`src/rtl/out_res_pack_if.sv`:
```
`default_nettype none
// ============================================================================
//  Module      : out_res_pack_if
//  Description : Operand-in / packed-result-out handshake bundle for out_res_pack
//  Revision    : 1.0 - initial release
// ============================================================================
interface out_res_pack_if #(
    parameter int EXP_W = 8,
    parameter int MAN_W = 23
);
    logic [EXP_W:0]         in_exp1;
    logic [EXP_W:0]         in_exp2;
    logic [2*MAN_W+1:0]     in_mant_prod;
    logic                   in_valid;
    logic                   in_ready;
    logic [EXP_W+MAN_W:0]   out_result;
    logic                   out_valid;
    logic                   out_ready;
    logic                   out_ovf;
    logic                   out_unf;

    modport master (
        output in_exp1, in_exp2, in_mant_prod, in_valid, out_ready,
        input  in_ready, out_result, out_valid, out_ovf, out_unf
    );

    modport slave (
        input  in_exp1, in_exp2, in_mant_prod, in_valid, out_ready,
        output in_ready, out_result, out_valid, out_ovf, out_unf
    );
endinterface
`default_nettype wire

```
`src/rtl/out_res_pack.sv`:
```
`default_nettype none
// ============================================================================
//  Module      : out_res_pack
//  Description : Sign/exponent rebias, normalise and IEEE-754 single packing
//                of a multiplier result, held under a valid/ready handshake.
//  Revision    : 1.0 - initial release
// ============================================================================
module out_res_pack #(
    parameter int EXP_W = 8,
    parameter int MAN_W = 23,
    parameter int BIAS  = 127
) (
    input  wire logic           clk,
    input  wire logic           clr,
    out_res_pack_if.slave       bus
);

    localparam logic [1:0] ST_IDLE = 2'd0;
    localparam logic [1:0] ST_EXP  = 2'd1;
    localparam logic [1:0] ST_NORM = 2'd2;
    localparam logic [1:0] ST_DONE = 2'd3;

    localparam logic signed [EXP_W+1:0] c_BIAS    = (EXP_W+2)'(BIAS);
    localparam logic signed [EXP_W+1:0] c_ONE     = (EXP_W+2)'(1);
    localparam logic signed [EXP_W+1:0] c_EXP_MAX = (EXP_W+2)'((1 << EXP_W) - 1);

    logic [1:0]                 r_state;
    logic [1:0]                 w_state_nxt;

    logic                       r_s1;
    logic                       r_s2;
    logic [EXP_W-1:0]           r_e1;
    logic [EXP_W-1:0]           r_e2;
    logic [MAN_W+1:0]           r_prod_hi;

    logic                       r_sign;
    logic                       r_zero;
    logic signed [EXP_W+1:0]    r_esum;

    logic [EXP_W+MAN_W:0]       r_result;
    logic                       r_valid;
    logic                       r_ovf;
    logic                       r_unf;

    logic signed [EXP_W+1:0]    w_esum;
    logic signed [EXP_W+1:0]    w_efin;
    logic [MAN_W-1:0]           w_mant;
    logic                       w_ovf;
    logic                       w_unf;
    logic                       w_accept;
    logic                       w_unused;

    // Product bits below the kept mantissa window are truncated away.
    assign w_unused = &{1'b0, bus.in_mant_prod[MAN_W-1:0]};

    assign w_accept = (r_state == ST_IDLE) && bus.in_valid;

    always_ff @(posedge clk) begin
        if (clr) begin
            r_state <= ST_IDLE;
        end else begin
            r_state <= w_state_nxt;
        end
    end

    always_comb begin
        w_state_nxt = r_state;
        case (r_state)
            ST_IDLE: if (bus.in_valid)  w_state_nxt = ST_EXP;
            ST_EXP:                     w_state_nxt = ST_NORM;
            ST_NORM:                    w_state_nxt = ST_DONE;
            ST_DONE: if (bus.out_ready) w_state_nxt = ST_IDLE;
            default:                    w_state_nxt = ST_IDLE;
        endcase
    end

    assign w_esum = $signed({2'b00, r_e1}) + $signed({2'b00, r_e2}) - c_BIAS;

    // A product >= 2.0 carries into the top bit and needs one extra exponent step.
    assign w_efin = r_prod_hi[MAN_W+1] ? (r_esum + c_ONE) : r_esum;
    assign w_mant = r_prod_hi[MAN_W+1] ? r_prod_hi[MAN_W:1] : r_prod_hi[MAN_W-1:0];
    assign w_ovf  = (w_efin >= c_EXP_MAX);
    assign w_unf  = w_efin[EXP_W+1] || (w_efin == '0);

    // Operand capture and exponent stage; cleared state is never observed.
    always_ff @(posedge clk) begin
        if (w_accept) begin
            r_s1      <= bus.in_exp1[EXP_W];
            r_s2      <= bus.in_exp2[EXP_W];
            r_e1      <= bus.in_exp1[EXP_W-1:0];
            r_e2      <= bus.in_exp2[EXP_W-1:0];
            r_prod_hi <= bus.in_mant_prod[2*MAN_W+1:MAN_W];
        end
        if (r_state == ST_EXP) begin
            r_sign <= r_s1 ^ r_s2;
            r_zero <= (r_e1 == '0) || (r_e2 == '0);
            r_esum <= w_esum;
        end
    end

    always_ff @(posedge clk) begin
        if (clr) begin
            r_result <= '0;
            r_valid  <= 1'b0;
            r_ovf    <= 1'b0;
            r_unf    <= 1'b0;
        end else if (r_state == ST_NORM) begin
            r_valid <= 1'b1;
            if (r_zero) begin
                r_result <= {r_sign, {(EXP_W+MAN_W){1'b0}}};
                r_ovf    <= 1'b0;
                r_unf    <= 1'b0;
            end else if (w_ovf) begin
                r_result <= {r_sign, {EXP_W{1'b1}}, {MAN_W{1'b0}}};
                r_ovf    <= 1'b1;
                r_unf    <= 1'b0;
            end else if (w_unf) begin
                r_result <= {r_sign, {(EXP_W+MAN_W){1'b0}}};
                r_ovf    <= 1'b0;
                r_unf    <= 1'b1;
            end else begin
                r_result <= {r_sign, w_efin[EXP_W-1:0], w_mant};
                r_ovf    <= 1'b0;
                r_unf    <= 1'b0;
            end
        end else if ((r_state == ST_DONE) && bus.out_ready) begin
            r_valid <= 1'b0;
        end
    end

    assign bus.in_ready   = (r_state == ST_IDLE);
    assign bus.out_result = r_result;
    assign bus.out_valid  = r_valid;
    assign bus.out_ovf    = r_ovf;
    assign bus.out_unf    = r_unf;

endmodule
`default_nettype wire
```
`src/flat_wrapper.sv`:
```
// flat-port wrapper written by rule: the top's interface ports become plain ports
module out_res_pack_flat 
#(
    parameter int EXP_W = 8,
    parameter int MAN_W = 23,
    parameter int BIAS  = 127
)
  (clk, clr, bus_in_exp1, bus_in_exp2, bus_in_mant_prod, bus_in_valid, bus_out_ready, bus_in_ready, bus_out_result, bus_out_valid, bus_out_ovf, bus_out_unf);
  out_res_pack_if #(.EXP_W(EXP_W), .MAN_W(MAN_W)) bus_i ();
  input  wire logic clk;
  input  wire logic clr;
  input wire logic [$bits(bus_i.in_exp1)-1:0] bus_in_exp1;
  input wire logic [$bits(bus_i.in_exp2)-1:0] bus_in_exp2;
  input wire logic [$bits(bus_i.in_mant_prod)-1:0] bus_in_mant_prod;
  input wire logic [$bits(bus_i.in_valid)-1:0] bus_in_valid;
  input wire logic [$bits(bus_i.out_ready)-1:0] bus_out_ready;
  output wire logic [$bits(bus_i.in_ready)-1:0] bus_in_ready;
  output wire logic [$bits(bus_i.out_result)-1:0] bus_out_result;
  output wire logic [$bits(bus_i.out_valid)-1:0] bus_out_valid;
  output wire logic [$bits(bus_i.out_ovf)-1:0] bus_out_ovf;
  output wire logic [$bits(bus_i.out_unf)-1:0] bus_out_unf;
  assign bus_i.in_exp1 = bus_in_exp1;
  assign bus_i.in_exp2 = bus_in_exp2;
  assign bus_i.in_mant_prod = bus_in_mant_prod;
  assign bus_i.in_valid = bus_in_valid;
  assign bus_i.out_ready = bus_out_ready;
  assign bus_in_ready = bus_i.in_ready;
  assign bus_out_result = bus_i.out_result;
  assign bus_out_valid = bus_i.out_valid;
  assign bus_out_ovf = bus_i.out_ovf;
  assign bus_out_unf = bus_i.out_unf;
  out_res_pack #(.EXP_W(EXP_W), .MAN_W(MAN_W), .BIAS(BIAS)) u_core (.clk(clk), .clr(clr), .bus(bus_i));
endmodule
```
`config.mk`:
```
export PLATFORM = sky130hd
export DESIGN_NAME = out_res_pack_flat
export DESIGN_NICKNAME = d
export VERILOG_FILES = /design/src/rtl/out_res_pack_if.sv /design/src/rtl/out_res_pack.sv /design/src/flat_wrapper.sv
export SDC_FILE = /design/constraint.sdc
export NUM_CORES = 1
export LEC_CHECK = 0
export CAP_MARGIN = 30
export CORE_MARGIN = 8
export CORE_UTILIZATION = 31
export CTS_BUF_LIST = sky130_fd_sc_hd__clkbuf_8 sky130_fd_sc_hd__clkbuf_16
export DETAILED_ROUTE_END_ITERATION = 8
export PLACE_DENSITY = 0.62
export SYNTH_ARGS = -nofsm -noshare
export SYNTH_HDL_FRONTEND = slang
export SYNTH_SLANG_ARGS = --single-unit
```
`constraint.sdc`:
```
create_clock -name clk -period 3.05 [get_ports clk]
set_input_delay 0.61 -clock clk [delete_from_list [all_inputs] [get_ports clk]]
set_output_delay 0.61 -clock clk [all_outputs]
set_load 0.02 [all_outputs]
```
==> results.md, run 1 <==
- RR Startpoint: u_core.r_esum[2]$_DFFE_PN_
- TNS Setup: 0 ps
- Cell chain of the critical path: nand4_4, nor4_4, xor2_2, nor3_2, nand3_2, o21ai_0
- CP peak stage delay: between 500 and 600 ps
- CTS max path bufs: 2
- Critical path endpoint category: register
- Placer congestion estimate: approximately 0.8
- Synth cell types: 48
- DRC viols: 0
- Vias: 2600
- Routed len/inst: 13.5 um
- Post-synthesis adder-cell area fraction: 0.0489
- Overall Global Routing Usage: 0.0984
- Clock slew at reported path FFs: around 70 ps
- PwrDens: between 800 and 900 nW/um^2
- Setup CP Type: reg -> reg
- Nets: around 500
- Chip Height: 129 um
- Delay-heaviest family, CP: simple AND/OR/NAND/NOR gates
- Met3 wire length: around 440 um
- DIE AREA: 16800 sq um
- Area of the mapped netlist: approximately 4000 sq um
- Port bufs: 82
- Final worst path period share: 0.830
- Initial DRC count: about 140
- Max Clk Rate: slightly below 400 MHz
- Most frequent cells in the layout: 82 x clkdlybuf4s50_1, 55 x edfxtp_1, 45 x nand2_1
- #FFs+latches synth: 92
- Worst Path Arrival: about 2800 ps
- Design area: 5270 sq um
- Largest family of logic cells by synthesized area: simple AND/OR/NAND/NOR gates
- Setup violations, final: 0
- Asr flop ratio synth: 0
- Unrepaired setup endpoints after global routing: false
- Most used DFF post-synth: edfxtp_1
- Post-synthesis mux area share: 0.0627
- End-of-flow core utilization: 0.419
- Clock network latency to the later pin of the worst-skew pair: 340 ps
- DP Wirelength: 6.12 mm
- Leakage power: ~1.9 nW
- Max-Cap Viols: 0
- Metal-1 WL: approximately 3.8 mm
- Mean area per synthesized cell: 12.2 sq um
- Total congestion overflow: 0
- Final ANT Viol Nets: 0
- CTS buffer count: 9
- Area grow syn2layout: 32.1%
- Placed Area: ~5000 sq um
- Min-delay worst type: reg -> reg
- Most common cell after layout, fill and taps aside: clkdlybuf4s50_1
- Via density: 4.38
- Max FO, Critical Path: 23
- Crit path required time: around 3300 ps
- Initial antenna violation count: 0
- Post-synth EDFFs: 55
- Max VDD drop: approximately 0.40 mV
- Area of the core: ~13000 sq um
- Starting Density: 0.317
- Worst-Margin Slew: about 570 ps
- Min-delay src: u_core.bus.out_result[26]$_SDFFE_PP0P_
- Fraction of layout cells with a size suffix above 1: 0.0713
- Root buffer cell: clkbuf_16
- Status: complete, no violations
- Vias in the first global route: roughly 2600
- Register area share after synthesis: 0.600
- CTS Sinks: about 90
- Synth warn: 0
- Simple-gate share of the synthesized area: 0.125
- Global-route wire length before repair: ~13 mm
- Rows: 41
- Initial DRT Pass Iterations: 4
- CTS tree: built
- Mapped Nets: 413
- Worst slew margin: 0.619
- Clock Skew: between 9 and 10 ps
- Post-CTS Setup Inserts: 0
- Final min period: 2530 ps
- Cell count after synthesis: approximately 330
- Die W: approximately 130 um
- Xor/xnor share of the synthesized area: 0.0521
- Startpoint types: register
- IO Pins: roughly 110
- Largest net degree at the start of global routing: 26
- Max Used Layer: met4
- Setup crit start: u_core.r_esum[2]$_DFFE_PN_
- Hold Buf Count CTS: 0
- CP max-delay cell: edfxtp_1
- CTS resizes: 0
- Final Hold Fails: 0
- Ant diodes: 0
- Met2 routed WL: roughly 3.7 mm
- Routed WL: about 8 mm
- Post-synthesis compound-gate area fraction: 0.0847
- Critical path buffers and inverters: 0
- CTS H-tree depth: 3
- Slew Limit Fails: 0
stage by stage:
step	instances	setup WS (ps)	total power [mW]	hold WS, ps
floorplan	328	848	3.00	443
global placement	577	585	3.40	437
detailed placement	577	520	3.43	440
CTS	593	490	4.44	449
global route	593	275	4.68	470
finish	593	519	4.37	442
synth_stat cells, types with 2 or more instances:
cell type,n,area [sq um]
inv_1,10,37.5
a22o_1,4,35.0
nor2_1,17,63.8
nand2_1,45,169
o21ai_1,2,10.0
nand2b_1,4,25.0
nor3_2,2,20.0
a21o_1,3,22.5
nand4_1,5,31.3
clkbuf_1,5,18.8
nand3_1,6,30.0
a21oi_1,5,25.0
nor3_1,6,30.0
nor4_1,5,31.3
buf_6,3,33.8
mux2i_1,25,250
a22oi_1,2,15.0
ha_1,14,175
xnor2_1,11,96.3
dfxtp_1,37,741
and3_1,2,12.5
and2_1,2,12.5
edfxtp_1,55,1650
xor2_1,9,78.8
o21ai_0,26,130
metal layers:
metal	up-vias	GRT usage
met2	61	0.148
met3	8	0.0271
met1	1172	0.123
li1	1359	-
met4	0	0.0594
met5	-	0
cells by family (layout without fill, tap and decap cells):
| family | count (synthesis) | count (layout) |
|---|---|---|
| multiplexers | 25 | 25 |
| AND/OR/NAND/NOR | 100 | 100 |
| buffers and inverters | 21 | 114 |
| AO/OA/AOI/OAI | 53 | 53 |
| adder cells (fa/ha/maj) | 15 | 15 |
| XOR/XNOR | 22 | 22 |
| flip-flops | 92 | 92 |
report_power, final:
part	leakage [nW]	switching, mW	total (mW)	internal, mW
registers	0.820	0.213	1.93	1.72
clock network	0.139	0.444	0.986	0.541
logic	0.961	0.816	1.45	0.634
total	1.92	1.47	4.37	2.90
registers in the layout (all words and copies together) (netlist names), 2 cells and up:
name,flops
u_core.r_state,2
u_core.bus.out_result,32
u_core.r_esum,10
u_core.r_prod_hi,25
u_core.r_e1,8
u_core.r_e2,8
path summary, 6_finish.rpt:
path	endpoint	cells after the start	slack (ps)
min reg2reg	u_core.bus.out_result[26]$_SDFFE_PP0P_	2	440
max reg2reg	u_core.bus.out_result[6]$_SDFFE_PP0P_	6	520
max	u_core.bus.out_result[6]$_SDFFE_PP0P_	6	520
min	u_core.bus.out_result[26]$_SDFFE_PP0P_	2	440
worst min-delay path, delay by kind of cell, from the launching register on:
family        cells  cell delay, ps
simple gates      2              90
flops             1             310
area by class of cell:
class | instances | area, sq um
fillers | 1192 | 7300
flip-flops and latches | 92 | 2390
multi-input cells | 215 | 1490
repair buffers | 88 | 866
clock buffers | 9 | 225
well taps | 172 | 215
clock inverters | 7 | 37.5
inverters | 10 | 37.5
No activity file was read; power rests on OpenSTA's default activity.
==> run 2: changes to the inputs <==
Settings changed: PLACE_DENSITY 0.62 to 0.64.
Clock period 3.05 ns to 2.2 ns, I/O delays scaled along.
==> run 2 against run 1 <==
Against the previous run:
- die area stayed put
- routed wire length increased by 8.1%
- via count up 7.1%
- total power grew 51%
- worst setup slack worse by 470 ps
- combinational power up 77%
- cell count up 3.5%
- maximum frequency is 18% higher
- critical path depth rose by 2
- non-clock buffer count rose by 21
- global-route usage increased by 0.32 points
- clock power up 42%
==> results.md, run 2 (synthesis results as in run 1) <==
- Final Worst Setup Slack: 53.1 ps (-466 ps)
- Sw power: 2.21 mW (+50%)
- PwrDens: 1190 nW/um^2 (+44%)
- Rows: 41 (unchanged)
- Nets: 522 (+4.2%)
- Max FO, Critical Path: 3 (-87%)
- Clock network latency to the later pin of the worst-skew pair: 340 ps (about the same)
- Chip Height: 129 um (unchanged)
- Initial antenna violation count: 0 (unchanged)
- Clock slew at reported path FFs: 60 ps (about the same)
- Largest net degree at the start of global routing: 44 (+69%)
- Min-delay worst type: reg -> reg
- Vias: 2784 (+7.1%)
- Ant diodes: 0 (unchanged)
- Initial DRC count: 101 (-28%)
- Die W: 129 um (unchanged)
- Max Clk Rate: 466 MHz (+18%)
- Clock Skew: 7.01 ps (-2.22 ps)
- Most frequent cells in the layout: 82 x clkdlybuf4s50_1, 55 x edfxtp_1, 45 x nand2_1
- Clock power frac: 0.211 (-0.015)
- DIE AREA: 16800 sq um (unchanged)
- Worst-Margin Slew: 512 ps (-58.7 ps)
- Area grow syn2layout: 39.3%
- Fraction of layout cells with a size suffix above 1: 0.149 (+0.0781)
- Initial DRT Pass Iterations: 5 (+1)
- DP Wirelength: 6.35 mm (+3.9%)
- Port bufs: 82 (unchanged)
- Total congestion overflow: 0 (unchanged)
- Max-Cap Viols: 0 (unchanged)
- Starting Density: 0.317 (unchanged)
- Routed WL: 8.67 mm (+8.1%)
- Placer congestion estimate: 0.823 (+2.1%)
- Via density: 4.53 (+3.4%)
- Int Pwr: 4.41 mW (+52%)
- Startpoint types: register
- DRC viols: 0 (unchanged)
- Worst Path Arrival: 2250 ps (-530 ps)
- Setup violations, final: 0 (unchanged)
- Post-Place Worst Slack: -51.2 ps (-572 ps)
- Largest register FFs: 32 (unchanged)
- Slew Limit Fails: 0 (unchanged)
- IO Pins: 106 (unchanged)
- Overall Global Routing Usage: 0.102 (+0.00319)
- Setup CP Type: reg -> reg
- CTS tree: built
- Status: complete, no violations
- Worst slew margin: 0.659 (+0.0395)
- Critical path endpoint category: register
- Crit path required time: 2300 ps (-1000 ps)
- Final ANT Viol Nets: 0 (unchanged)
- Most common cell after layout, fill and taps aside: clkdlybuf4s50_1
- DP Cell Count: 587 (+1.7%)
- Final Hold Fails: 0 (unchanged)
- CTS max path bufs: 2 (unchanged)
- Root buffer cell: clkbuf_16
- Final min period: 2150 ps (-384 ps)
- Max VDD drop: 0.627 mV (+56%)
- Vias in the first global route: 2713 (+2.7%)
- CTS Sinks: 92 (unchanged)
- Final worst path period share: 0.976 (+0.146)
- Area of the core: 12600 sq um (unchanged)
- Combinational share of power: 0.388 (+0.056)
- Switching share of total power: 0.333 (-0.00374)
- Fin cells: 614 (+3.5%)
- End-of-flow core utilization: 0.442 (+0.0230)
- Unrepaired setup endpoints after global routing: true
- CTS buffer count: 9 (unchanged)
- Reg power frac: 0.401 (-0.042)
- CTS H-tree depth: 3 (unchanged)
- Power consumption: 6.62 mW (+51%)
- Global-route wire length before repair: 13.3 mm (+3.7%)
- Routed len/inst: 14.1 um (+4.4%)
- Leakage power: 2.05 nW (+6.7%)
- TNS Setup: 0 ps (unchanged)
run 2: layout make-up:
class / count / area (sq um)
clock inverter: 6 / 28.8
multi-input combinational: 215 / 1590
clock buffer: 10 / 239
sequential: 92 / 2390
fill: 1183 / 7010
tap: 172 / 215
timing repair buffer: 109 / 1060
inverter: 10 / 37.5
run 2: worst paths after layout:
path	from	endpoint	slack [ps]	cells after the start
min reg2reg	u_core.bus.out_result[26]$_SDFFE_PP0P_	u_core.bus.out_result[26]$_SDFFE_PP0P_	440	2
min	u_core.bus.out_result[26]$_SDFFE_PP0P_	u_core.bus.out_result[26]$_SDFFE_PP0P_	440	2
max	u_core.r_e1[1]$_DFFE_PP_	u_core.r_esum[6]$_DFFE_PN_	50	8
max reg2reg	u_core.r_e1[1]$_DFFE_PP_	u_core.r_esum[6]$_DFFE_PN_	50	8
run 2: critical path: stages (launching register included):
cell and delay (ps):
edfxtp_1 410, buf_4 160, fa_2 410, and3_4 180
nor2_2 150, xnor2_2 150, nand4_1 150, buf_4 160
xor2_1 130
run 2: repair_timing:
action	in CTS	in global routing
hold buffers	0	0
resized for setup	3	15
endpoints found under the setup margin	4	20
pin swaps	2	10
setup buffers	2	9
run 2: power by group through the flow:
stage               combinational [mW]  clock [mW]  sequential (mW)
finish                            2.57        1.40             2.66
global route                      2.82        1.52             2.71
CTS                               2.32        1.45             2.68
detailed placement                2.27           0             2.71
global placement                  2.19           0             2.69
floorplan                         1.46           0             2.69
run 2: per-stage QoR:
step / hold WS [ps] / instance area (sq um)
after floorplan: 443 / 3990
after global placement: 433 / 5100
after detailed placement: 436 / 5110
after CTS: 445 / 5410
after global routing: 463 / 5560
final: 443 / 5560
run 2: metal layers:
layer	share of wire	wire [um]	track usage
met1	0.44	3820	0.120
met2	0.49	4230	0.163
met3	0.050	432	0.0292
met4	0.022	191	0.0574
met5	0	0	0
==> run 3: changes to the inputs <==
Settings changed: SETUP_SLACK_MARGIN set to 0.5.
==> run 3 against run 2 <==
Against the previous run:
- critical path depth rose by 1
- sequential power about the same
- global-route usage is 1.4 points higher
- sequential share of layout area fell by 2.9 points
- worst hold slack got worse by 7.5 ps
- clock skew rose by 3.8 ps
- worst setup slack improved by 31 ps
- critical path type unchanged
- critical endpoint is now u_core.r_esum[7]$_DFFE_PN_
==> results.md, run 3 (synthesis results as in run 1) <==
- Vias: 2857 (+2.6%)
- Placer congestion estimate: 0.777 (-5.6%)
- Most frequent cells in the layout: 55 x edfxtp_1, 46 x clkdlybuf4s50_1, 42 x nand2_1
- CP peak stage delay: 460 ps (+50 ps)
- Largest net degree at the start of global routing: 37 (-16%)
- Final worst path period share: 0.962 (-0.0140)
- Clock Skew: 10.8 ps (+3.79 ps)
- CP max-delay cell: edfxtp_1
- Status: complete, no violations
- CTS H-tree depth: 3 (unchanged)
- Clock power frac: 0.207 (-0.004)
- Worst Path Arrival: 2210 ps (-40 ps)
- Max FO, Critical Path: 3 (unchanged)
- Leakage power: 2.41 nW (+17%)
- Slew Limit Fails: 0 (unchanged)
- Setup violations, final: 0 (unchanged)
- CTS Sinks: 92 (unchanged)
- Starting Density: 0.317 (unchanged)
- Root buffer cell: clkbuf_16
- Worst Hold Slack: 435 ps (-7.46 ps)
- Overall Global Routing Usage: 0.116 (+0.0141)
- Final ANT Viol Nets: 0 (unchanged)
- Setup CP Type: reg -> reg
- Worst-Margin Slew: 552 ps (+40.2 ps)
- Min-delay worst type: reg -> reg
- Final min period: 2120 ps (-30.9 ps)
- Switching share of total power: 0.349 (+0.0157)
- Final Hold Fails: 0 (unchanged)
- Fraction of layout cells with a size suffix above 1: 0.273 (+0.123)
- Die W: 129 um (unchanged)
- End-of-flow core utilization: 0.475 (+0.0325)
- Unrepaired setup endpoints after global routing: true
- Ant diodes: 0 (unchanged)
- Area grow syn2layout: 49.5%
- Most common cell after layout, fill and taps aside: edfxtp_1
- Total congestion overflow: 0 (unchanged)
- DRC viols: 0 (unchanged)
- Int Pwr: 4.59 mW (+4.1%)
- Routed len/inst: 15.3 um (+8.4%)
- Global-route wire length before repair: 14.9 mm (+12%)
- Nets: 531 (+1.7%)
- Clock slew at reported path FFs: 70 ps (about the same)
- DP Wirelength: 6.53 mm (+2.8%)
- Port bufs: 82 (unchanged)
- IO Pins: 106 (unchanged)
- Routed WL: 9.54 mm (+10%)
- Chip Height: 129 um (unchanged)
- Initial DRT Pass Iterations: 4 (-1)
- Rows: 41 (unchanged)
- Via density: 4.59 (+1.1%)
- Worst slew margin: 0.631 (-0.0272)
- DIE AREA: 16800 sq um (unchanged)
- CTS max path bufs: 2 (unchanged)
- Critical path buffers and inverters: 2 (unchanged)
- CTS buffer count: 9 (unchanged)
- Max Clk Rate: 473 MHz (+1.5%)
- Delay-heaviest family, CP: flip-flops
- Initial DRC count: 107 (+5.9%)
- Startpoint types: register
- Vias in the first global route: 3039 (+12%)
- Initial antenna violation count: 0 (unchanged)
- Max-Cap Viols: 0 (unchanged)
- Largest register FFs: 32 (unchanged)
- Crit path required time: 2290 ps (about the same)
- Clock network latency to the later pin of the worst-skew pair: 340 ps (about the same)
- Critical path endpoint category: register
- Max VDD drop: 0.600 mV (-4.4%)
- Combinational share of power: 0.412 (+0.024)
- Area of the core: 12600 sq um (unchanged)
- Cell chain of the critical path: ha_4, a21oi_4, buf_4, o2111ai_2, xor2_1, buf_4, nand3_1, nor2_2, xor2_1
- Reg power frac: 0.381 (-0.020)
- R2R Setup Slk: 80 ps (+30 ps)
- CTS tree: built
- Sw power: 2.46 mW (+12%)
- PwrDens: 1180 nW/um^2 (-0.64%)
==> run 3: cell count changes in the layout (fill, tap and decap cells not counted), moves of 3 or more <==
| cell | delta |
|---|---|
| buf_6 | +4 |
| o21ai_2 | +24 |
| xnor2_2 | +3 |
| ha_1 | -3 |
| clkdlybuf4s50_1 | -36 |
| buf_16 | +3 |
| xnor2_1 | -4 |
| nand2_1 | -3 |
| dlygate4sd2_1 | +35 |
| o21ai_0 | -24 |
| ha_4 | +3 |
==> run 3: final timing paths <==
check	start	cells after the start	end
max	u_core.r_e1[1]$_DFFE_PP_	9	u_core.r_esum[7]$_DFFE_PN_
min	u_core.bus.out_result[26]$_SDFFE_PP0P_	2	u_core.bus.out_result[26]$_SDFFE_PP0P_
max reg2reg	u_core.r_e1[1]$_DFFE_PP_	9	u_core.r_esum[7]$_DFFE_PN_
min reg2reg	u_core.bus.out_result[26]$_SDFFE_PP0P_	2	u_core.bus.out_result[26]$_SDFFE_PP0P_
==> run 3: worst reg2reg max path: stages (launching register included) <==
cell	delay [ps]
edfxtp_1	460
ha_4	320
a21oi_4	60
buf_4	140
o2111ai_2	210
xor2_1	230
buf_4	160
nand3_1	80
nor2_2	120
xor2_1	90
==> run 3: metal layers <==
layer,vias up,wire length (um),GRT usage
met2,66,4820,0.197
met5,-,0,0
li1,1429,-,-
met3,21,471,0.0312
met1,1341,4030,0.132
met4,0,206,0.0567
==> run 3: repair_timing <==
item                                    CTS  global route
hold buffers                              0             0
endpoints found under the setup margin   77            41
pin swaps                                16            15
setup buffers                            17             6
gates cloned                              3             0
gates resized for setup                  68            35
==> run 3: layout make-up <==
| class | count | area, sq um |
|---|---|---|
| fill | 1174 | 6600 |
| sequential | 92 | 2390 |
| multi-input combinational | 215 | 1860 |
| timing repair buffer | 118 | 1170 |
| clock buffer | 11 | 253 |
| tap | 172 | 215 |
| inverter | 10 | 37.5 |
| clock inverter | 5 | 27.5 |
==> run 3: power by group through the flow <==
stage / sequential (mW) / combinational, mW / clock, mW
2_1_floorplan: 2.71 / 1.62 / 0
3_3_place_gp: 2.71 / 2.26 / 0
3_5_place_dp: 2.74 / 2.35 / 0
4_1_cts: 2.67 / 2.68 / 1.51
5_1_grt: 2.74 / 3.19 / 1.58
6_report: 2.69 / 2.91 / 1.46
==> run 3: metrics by stage <==
| stage | setup TNS (ps) | std cells | cell area, sq um | power, mW | setup slack, ps |
|---|---|---|---|---|---|
| floorplan | 0 | 328 | 4090 | 4.33 | 221 |
| global placement | 0 | 580 | 5150 | 4.98 | 36.4 |
| detailed placement | 0 | 581 | 5160 | 5.08 | 38.6 |
| CTS | 0 | 617 | 5750 | 6.86 | 112 |
| global route | -90.4 | 623 | 5960 | 7.51 | -37.6 |
| finish | 0 | 623 | 5960 | 7.06 | 84.0 |
